**config.mk**
```make
export PLATFORM = sky130hd
export DESIGN_NAME = fetch_unit
export DESIGN_NICKNAME = d
export VERILOG_FILES = /design/src/rtl/fetch_pkg.sv /design/src/rtl/fetch_unit_sync_fifo.sv /design/src/rtl/fetch_unit.sv
export SDC_FILE = /design/constraint.sdc
export NUM_CORES = 1
export LEC_CHECK = 0
export CORE_MARGIN = 3
export CORE_UTILIZATION = 35
export CTS_BUF_LIST = sky130_fd_sc_hd__clkbuf_8
export DETAILED_ROUTE_END_ITERATION = 16
export PLACE_DENSITY_LB_ADDON = 0.15
export SLEW_MARGIN = 20
export SYNTH_ARGS = -nofsm -noshare
export SYNTH_HDL_FRONTEND = slang
export SYNTH_SLANG_ARGS = --single-unit
export TNS_END_PERCENT = 30
```
**constraint.sdc**
```tcl
create_clock -name i_clk -period 5.1 [get_ports i_clk]
set_clock_uncertainty 0.05 [all_clocks]
set_input_delay 1.53 -clock i_clk [delete_from_list [all_inputs] [get_ports i_clk]]
set_output_delay 1.53 -clock i_clk [all_outputs]
set_load 0.02 [all_outputs]
```
**src/rtl/fetch_pkg.sv**
```systemverilog
// Shared constants and helpers for the instruction fetch unit.
package fetch_pkg;

  localparam int INST_W = 32;
  localparam logic [INST_W-1:0] NOP_INST = 32'h0000_0013;
  localparam logic [31:0] DEFAULT_RESET_PC = 32'h0000_0000;

  function automatic logic [31:0] alignPc(input logic [31:0] pc);
    return {pc[31:2], 2'b00};
  endfunction

endpackage

```
**src/rtl/fetch_unit_sync_fifo.sv**
```systemverilog
// Synchronous FIFO with clear and occupancy count; holds returned instruction words.
module sync_fifo #(
  parameter int WIDTH = 32,
  parameter int DEPTH = 2,
  parameter int CW    = $clog2(DEPTH + 1)
) (
  input  logic             i_clk,
  input  logic             i_rst,
  input  logic             i_clear,
  input  logic             i_push,
  input  logic [WIDTH-1:0] i_data,
  input  logic             i_pop,
  output logic [WIDTH-1:0] o_data,
  output logic [CW-1:0]    o_count
);

  localparam int PW = (DEPTH > 1) ? $clog2(DEPTH) : 1;

  logic [WIDTH-1:0] r_mem [DEPTH];
  logic [PW-1:0]    r_rdPtr;
  logic [PW-1:0]    r_wrPtr;
  logic [CW-1:0]    r_count;
  logic             w_doPush;
  logic             w_doPop;

  function automatic logic [PW-1:0] nextPtr(input logic [PW-1:0] p);
    return (p == PW'(DEPTH - 1)) ? '0 : p + 1'b1;
  endfunction

  // A push into a full FIFO is only taken when a pop frees a slot in the same cycle.
  assign w_doPop  = i_pop && (r_count != '0);
  assign w_doPush = i_push && ((r_count != CW'(DEPTH)) || w_doPop);

  always_ff @(posedge i_clk) begin
    if (i_rst || i_clear) begin
      r_rdPtr <= '0;
      r_wrPtr <= '0;
      r_count <= '0;
    end else begin
      if (w_doPush) r_wrPtr <= nextPtr(r_wrPtr);
      if (w_doPop)  r_rdPtr <= nextPtr(r_rdPtr);
      r_count <= r_count + CW'(w_doPush) - CW'(w_doPop);
    end
  end

  always_ff @(posedge i_clk) begin
    if (w_doPush && !i_rst && !i_clear) r_mem[r_wrPtr] <= i_data;
  end

  assign o_data  = r_mem[r_rdPtr];
  assign o_count = r_count;

endmodule

```
**src/rtl/fetch_unit.sv**
```systemverilog
// Instruction fetch unit: owns the PC, issues in-order imem reads, buffers words
// for decode and flushes on redirect, dropping responses that were already in flight.
module fetch_unit
  import fetch_pkg::*;
#(
  parameter logic [31:0] RESET_PC = DEFAULT_RESET_PC,
  parameter int          DEPTH    = 2
) (
  input  logic              i_clk,
  input  logic              i_rst,
  output logic              o_imem_req,
  output logic [31:0]       o_imem_addr,
  input  logic              i_imem_gnt,
  input  logic              i_imem_rvalid,
  input  logic [31:0]       i_imem_rdata,
  input  logic              i_redirect,
  input  logic [31:0]       i_redirect_pc,
  output logic              o_valid,
  input  logic              i_ready,
  output logic [INST_W-1:0] o_inst,
  output logic [31:0]       o_pc
);

  localparam int CW = $clog2(DEPTH + 1);
  localparam logic [CW:0] DEPTH_X = (CW + 1)'(DEPTH);

  logic [31:0]       r_pc;
  logic [31:0]       r_headPc;
  logic [CW-1:0]     r_inflight;
  logic [CW-1:0]     r_discard;
  logic [CW-1:0]     w_count;
  logic [INST_W-1:0] w_head;
  logic              w_grant;
  logic              w_stale;
  logic              w_push;
  logic              w_pop;

  assign w_stale = (r_discard != '0);
  assign w_grant = o_imem_req & i_imem_gnt;
  assign w_push  = i_imem_rvalid & !w_stale & !i_redirect;
  assign w_pop   = o_valid & i_ready;

  // Live requests are capped by free FIFO space; live plus stale by the memory's outstanding limit.
  assign o_imem_req = !i_rst
                      && (({1'b0, w_count} + {1'b0, r_inflight}) < DEPTH_X)
                      && (({1'b0, r_inflight} + {1'b0, r_discard}) < DEPTH_X);
  assign o_imem_addr = r_pc;
  assign o_valid     = (w_count != '0) && !i_redirect;
  assign o_inst      = o_valid ? w_head : NOP_INST;
  assign o_pc        = r_headPc;

  sync_fifo #(
    .WIDTH (INST_W),
    .DEPTH (DEPTH),
    .CW    (CW)
  ) u_fifo (
    .i_clk   (i_clk),
    .i_rst   (i_rst),
    .i_clear (i_redirect),
    .i_push  (w_push),
    .i_data  (i_imem_rdata),
    .i_pop   (w_pop),
    .o_data  (w_head),
    .o_count (w_count)
  );

  // On redirect every request still owed by memory becomes stale, including one granted this cycle.
  always_ff @(posedge i_clk) begin
    if (i_rst) begin
      r_pc       <= RESET_PC;
      r_headPc   <= RESET_PC;
      r_inflight <= '0;
      r_discard  <= '0;
    end else if (i_redirect) begin
      r_pc       <= alignPc(i_redirect_pc);
      r_headPc   <= alignPc(i_redirect_pc);
      r_inflight <= '0;
      r_discard  <= r_discard + r_inflight + CW'(w_grant) - CW'(i_imem_rvalid);
    end else begin
      if (w_grant) r_pc <= r_pc + 32'd4;
      if (w_pop)   r_headPc <= r_headPc + 32'd4;
      r_inflight <= r_inflight + CW'(w_grant) - CW'(i_imem_rvalid & !w_stale);
      r_discard  <= r_discard - CW'(i_imem_rvalid & w_stale);
    end
  end

endmodule

```
Yosys cells after proc, flatten, opt, wreduce, memory -nomap -nowiden
Memories as Yosys holds them, arrays and structs flattened. A register that Yosys moved wholly into a read port is not among the register bits.
Cells that the tools add are included.

cells by class
  add/sub/neg operators = 14
  order comparisons = 2
  eq/ne operators = 1
  mux-type cells = 12
  bitwise gates (word level) = 6
  reductions and logical operators = 17

operators with widths
  cell                                                                          count
  32-bit 2-to-1 mux                                                             5
  32-bit by 3-bit adder with 32-bit output, second input constant               2
  2-bit nonzero test                                                            4
  2-bit by 1-bit subtractor with 2-bit output                                   4
  1-bit logical AND                                                             7
  2-bit by 1-bit adder with 2-bit output                                        3
  2-bit by 2-bit adder with 3-bit output                                        2
  1-bit AND                                                                     6
  3-bit by 2-bit less-than comparator with 1-bit output, second input constant  2
  1-bit 2-to-1 mux                                                              6
  1-bit zero test                                                               3
  1-bit adder, second input constant                                            2
  2-bit adder                                                                   1
  1-bit logical OR                                                              2
  2-bit 2-to-1 mux                                                              1
  2-bit inequality test, second input constant                                  1
  2-bit OR reduction                                                            1

storage, ports and cells
  register bits = 72
  memory bits (writable) = 64
  input port bits = 70
  output and inout bits = 98
  logic and storage cells = 62
  memories kept = 1

memory list
  memory        depth  bits a word  read ports  clocked after Yosys merged registers in  wr ports  RTL line                    text
  u_fifo.r_mem  2      32           1           1                                        1         fetch_unit_sync_fifo.sv:19  logic [WIDTH-1:0] r_mem [DEPTH];

Depth between registers and ports, before layout
  depth in word-level cells = 10
  depth in mapped cells = 12
  gate-level depth less buffers = 10

By module
A second synthesis with hierarchy kept.

unflattened totals
  cells, all modules = 600
  area total of the unflattened synthesis = 6590.1 µm²

modules (own cells, without submodules)
  module      instances  cells an instance  area each (µm²)  seq. area each (µm²)
  fetch_unit  1          476                3910.0           1281.2
  sync_fifo   1          124                2680.1           2021.9

Least setup slack after synthesis
No wires, ideal clock.

  kind = input to register
  start point = in i_redirect
  end point = mem u_fifo.r_mem[0][0], enable pin
  library setup time = 468 ps
  arrival = 4502 ps
  required time = 4582 ps
  setup slack = 80 ps
  stages on the path = 4
  path buffers = 1
  cells stage by stage = inv_1 -> clkbuf_1 -> o311a_1 -> nor3b_1

between the ends
  cells in the longest elaborated chain, start to end = 10
  elaborated cells on any way between the ends = 11
  classes of those cells = 2 x mux; 2 x bitwise; 7 x reduce/logical

ends and longest elaborated chain
  item                                        RTL line                            text
  from (decl)                                 fetch_unit.sv:16                    input logic i_redirect,
  1-bit zero test (*)                         fetch_unit.sv:40, fetch_unit.sv:48
  1-bit logical AND                           fetch_unit.sv:48                    assign o_valid = (w_count != '0) && !i_redirect;
  1-bit AND                                   fetch_unit.sv:41                    assign w_pop = o_valid & i_ready;
  1-bit logical AND                           fetch_unit_sync_fifo.sv:31          assign w_doPop = i_pop && (r_count != '0);
  1-bit logical OR                            fetch_unit_sync_fifo.sv:32          assign w_doPush = i_push && ((r_count != CW'(DEPTH)) || w_doPop);
  1-bit logical AND (*)                       fetch_unit_sync_fifo.sv:32
  named net u_fifo.w_doPush                   fetch_unit_sync_fifo.sv:23          logic w_doPush;
  1-bit logical AND (*) (2 in series)         fetch_unit_sync_fifo.sv:47          if (w_doPush && !i_rst && !i_clear) r_mem[r_wrPtr] <= i_data;
  1-bit 2-to-1 mux (*)                        fetch_unit_sync_fifo.sv:47
  1-bit 2-to-1 mux (not written as such) (*)  fetch_unit_sync_fifo.sv:47
  to (decl)                                   fetch_unit_sync_fifo.sv:19

Mark *: on every way through the listed nets, which the timed path passes. The rest lies on a longest branch.

Worst setup path after layout
  start point = in i_rst
  end point = out o_imem_req

between the ends
  cells in the longest elaborated chain, start to end = 3

ends and longest elaborated chain
  item               RTL line          text
  from (decl)        fetch_unit.sv:10  input logic i_rst,
  1-bit zero test    fetch_unit.sv:44  assign o_imem_req = !i_rst
  1-bit logical AND  fetch_unit.sv:45  && (({1'b0, w_count} + {1'b0, r_inflight}) < DEPTH_X)
  1-bit logical AND  fetch_unit.sv:46  && (({1'b0, r_inflight} + {1'b0, r_discard}) < DEPTH_X);
  to (decl)          fetch_unit.sv:11  output logic o_imem_req,

Every way passes these cells.

==> flow_summary.toml <==
[status]
status = "finished clean"

[worst_setup_path]
start_kind = "input port"
r2r_slack_ps = 1830
reg2reg_to = "o_imem_addr[22]"
crit_buf_inv = 2
critPathRequiredTime_ps = 3520
cp_top_family = "buffers and inverters"
worstSetupEndpointType = "output pin"
crit_chain = "clkdlybuf4s50_1 > or4_4 > nor2_1 > clkdlybuf4s50_1"
cp.arrival_ps = 3230
reg2reg_depth = 7
path_max_fanout = 7
path_class = "in -> out"
slowest_delay_ps = 610
critPathMostFrequentCell = "clkdlybuf4s50_1"
reg2reg_from = "u_fifo.o_count[0]"
crit_slowest_cell = "clkdlybuf4s50_1"

[clocking]
clk_pin_slew_ps = 80
cts_tree = "done"
post_cts_buffers = 0
cts-buffers-inserted = 17
cts-hold-fix-buffers = 0
cts_resized = 0
root_buffer = "clkbuf_8"
cts_htree_levels = 4
clock_sink_count = 133
cts_buffer_depth = 2
clk_latency_ps = 440

[sta]
period_needed_ps = 4810
worstMarginPinSlew_ps = 1040
slew_viol_final = 0
finalSetupTns_ps = 0
maxSlewHeadroom_pct = 30.7
rsz0062_at_grt = "no"
finalSetupViolCount = 0
post-route-period-util_pct = 94.3
hold_violations = 0
fmax_ghz = 0.208

[placed_design]
dpl.hpwl_um = 12200
gp_congestion = 0.851
io_buffers = 161

[global_route]
antenna_found_initial = 0
grt_max_degree = 56
grt_pass1_wl_um = 27200
overflow = 0
grt_pass1_vias = 5082
grtUsageTotal_pct = 17.4

[drt]
drt-vias-per-instance = 5.04
postRouteAntennaNets = 0
firstDrtPassIters = 6
drc = 0
wl_per_cell_um = 17.1
drt-initial-drc-count = 187
vias = 5046
routed_wl_um = 17100

[floorplanning]
dieArea_sq_um = 19800
rows = 48
coreArea_sq_um = 17500
pin_count = 168
start_util_pct = 36.2
chipHeight_um = 141
fp.dieW_um = 141

[logic_synthesis]
yosys.area.top_type = "edfxtp_1"
synthCells = 608
synth.area.top_cells = "edfxtp_1 (30%), dfxtp_1 (22%), mux2i_1 (5.2%)"
synthArstFlopShare_pct = 0
synth_seq_cells = 133
synthDistinctLibCells = 58
syn_area_sq_um = 6350
synth_top_area_share_pct = 30.2
ys_warn_count = 0
synth_flop_cell = "dfxtp_1"
synth_edf_count = 64
synth_seq_area_share_pct = 52.0
syn_area_per_cell_sq_um = 10.5

[cells_and_area]
drive_gt1_share_pct = 7.22
layout_commonest_cell = "clkdlybuf4s50_1"
area_delta_synth_final_pct = 35.4
utilization_pct = 49.1
n_antenna_cell = 0
nets = 845
final_cell_mix = "clkdlybuf4s50_1 (161), dfxtp_1 (68), edfxtp_1 (64)"

[power_and_ir_drop]
p_per_area_nw_per_um2 = 300
p_leak_uw = 0.00295
max-vdd-ir-drop_uv = 158

[flow_run]
maxCapViolCount = 0

[worst_hold_path]
worst_hold_path_type = "reg -> reg"
hp-start = "u_fifo.r_rdPtr"
min_path_cells = 2
==> synth_stat cells (5+ instances only) <==
cell type,count
a21oi_1,25
o31a_1,5
a311oi_1,5
or3_1,9
edfxtp_1,64
o21ai_1,5
nor4_1,5
a21boi_1,17
nor3_1,8
nand4_1,27
xnor2_1,25
a211oi_1,6
a31oi_1,7
o21a_1,10
and3_1,9
nand3_1,17
xor2_1,27
clkbuf_1,27
ha_1,9
dfxtp_1,69
and4_1,7
a21boi_0,11
mux2i_1,33
inv_1,37
and2_1,8
nor2_1,55
nand2_1,36
==> kinds of logic (layout without fill, tap and decap cells) <==
kind of cell / Yosys count / after routing / synth area share [%]
AO/OA/AOI/OAI: 101 / 101 / 10.8
XOR/XNOR: 52 / 52 / 7.17
adder cells (fa/ha/maj): 12 / 12 / 2.72
buffers and inverters: 75 / 240 / 4.80
flip-flops: 133 / 133 / 52.0
multiplexers: 34 / 34 / 5.38
other: 1 / 4 / 0.0590
AND/OR/NAND/NOR: 200 / 200 / 17.1
==> power by group <==
| group | switching, uW | total, uW | internal [uW] |
|---|---|---|---|
| clock | 442 | 928 | 486 |
| combinational | 208 | 413 | 205 |
| sequential | 60.2 | 1240 | 1180 |
==> state kept, by name, summed over array words and instances (netlist names), named ones only <==
signal          count
u_fifo.r_mem       64
o_imem_addr        30
o_pc               30
r_discard           2
r_inflight          2
u_fifo.o_count      2
u_fifo.r_rdPtr      1
u_fifo.r_wrPtr      1
==> metrics by stage <==
step / hold slack [ps] / instance area (sq um) / worst slack (ps) / power (uW) / instances
after floorplan: 431 / 6370 / 79.6 / 1480 / 611
after global placement: 446 / 8190 / 284 / 1670 / 969
after detailed placement: 460 / 8190 / 278 / 1680 / 969
after CTS: 480 / 8600 / 277 / 2610 / 1001
after global routing: 531 / 8600 / 237 / 2720 / 1001
final: 474 / 8600 / 289 / 2580 / 1001
==> tightest hold or removal path, cell delays in order (launching register included) <==
cell	delay (ps)
dfxtp_1	330
xnor2_1	90
nor2_1	80
==> metal layers <==
layer,vias to the layer above,wire length (um),global-route usage [%]
met5,-,0,0
met3,22,1120,5.53
met2,170,7850,27.2
li1,2478,-,-
met1,2376,7820,22.9
met4,0,334,5.71
==> worst max path at each step <==
stage                    start            endpoint  slack [ps]  depth (start not counted)
global route             i_rst          o_imem_req         240                          4
floorplan           i_redirect  u_fifo.r_mem[0][0]          80                          4
finish                   i_rst          o_imem_req         290                          4
global placement         i_rst          o_imem_req         280                          4
CTS                      i_rst          o_imem_req         280                          4
detailed placement       i_rst          o_imem_req         280                          4
==> final cells by class <==
| class | count | area (sq um) |
|---|---|---|
| fillers | 1624 | 8930 |
| flip-flops and latches | 133 | 3300 |
| clock inverters | 15 | 181 |
| well taps | 225 | 282 |
| repair buffers | 170 | 1690 |
| clock buffers | 17 | 234 |
| multi-input cells | 403 | 2770 |
| inverters | 38 | 143 |
Note: power is estimated with default switching activity, not from simulation.
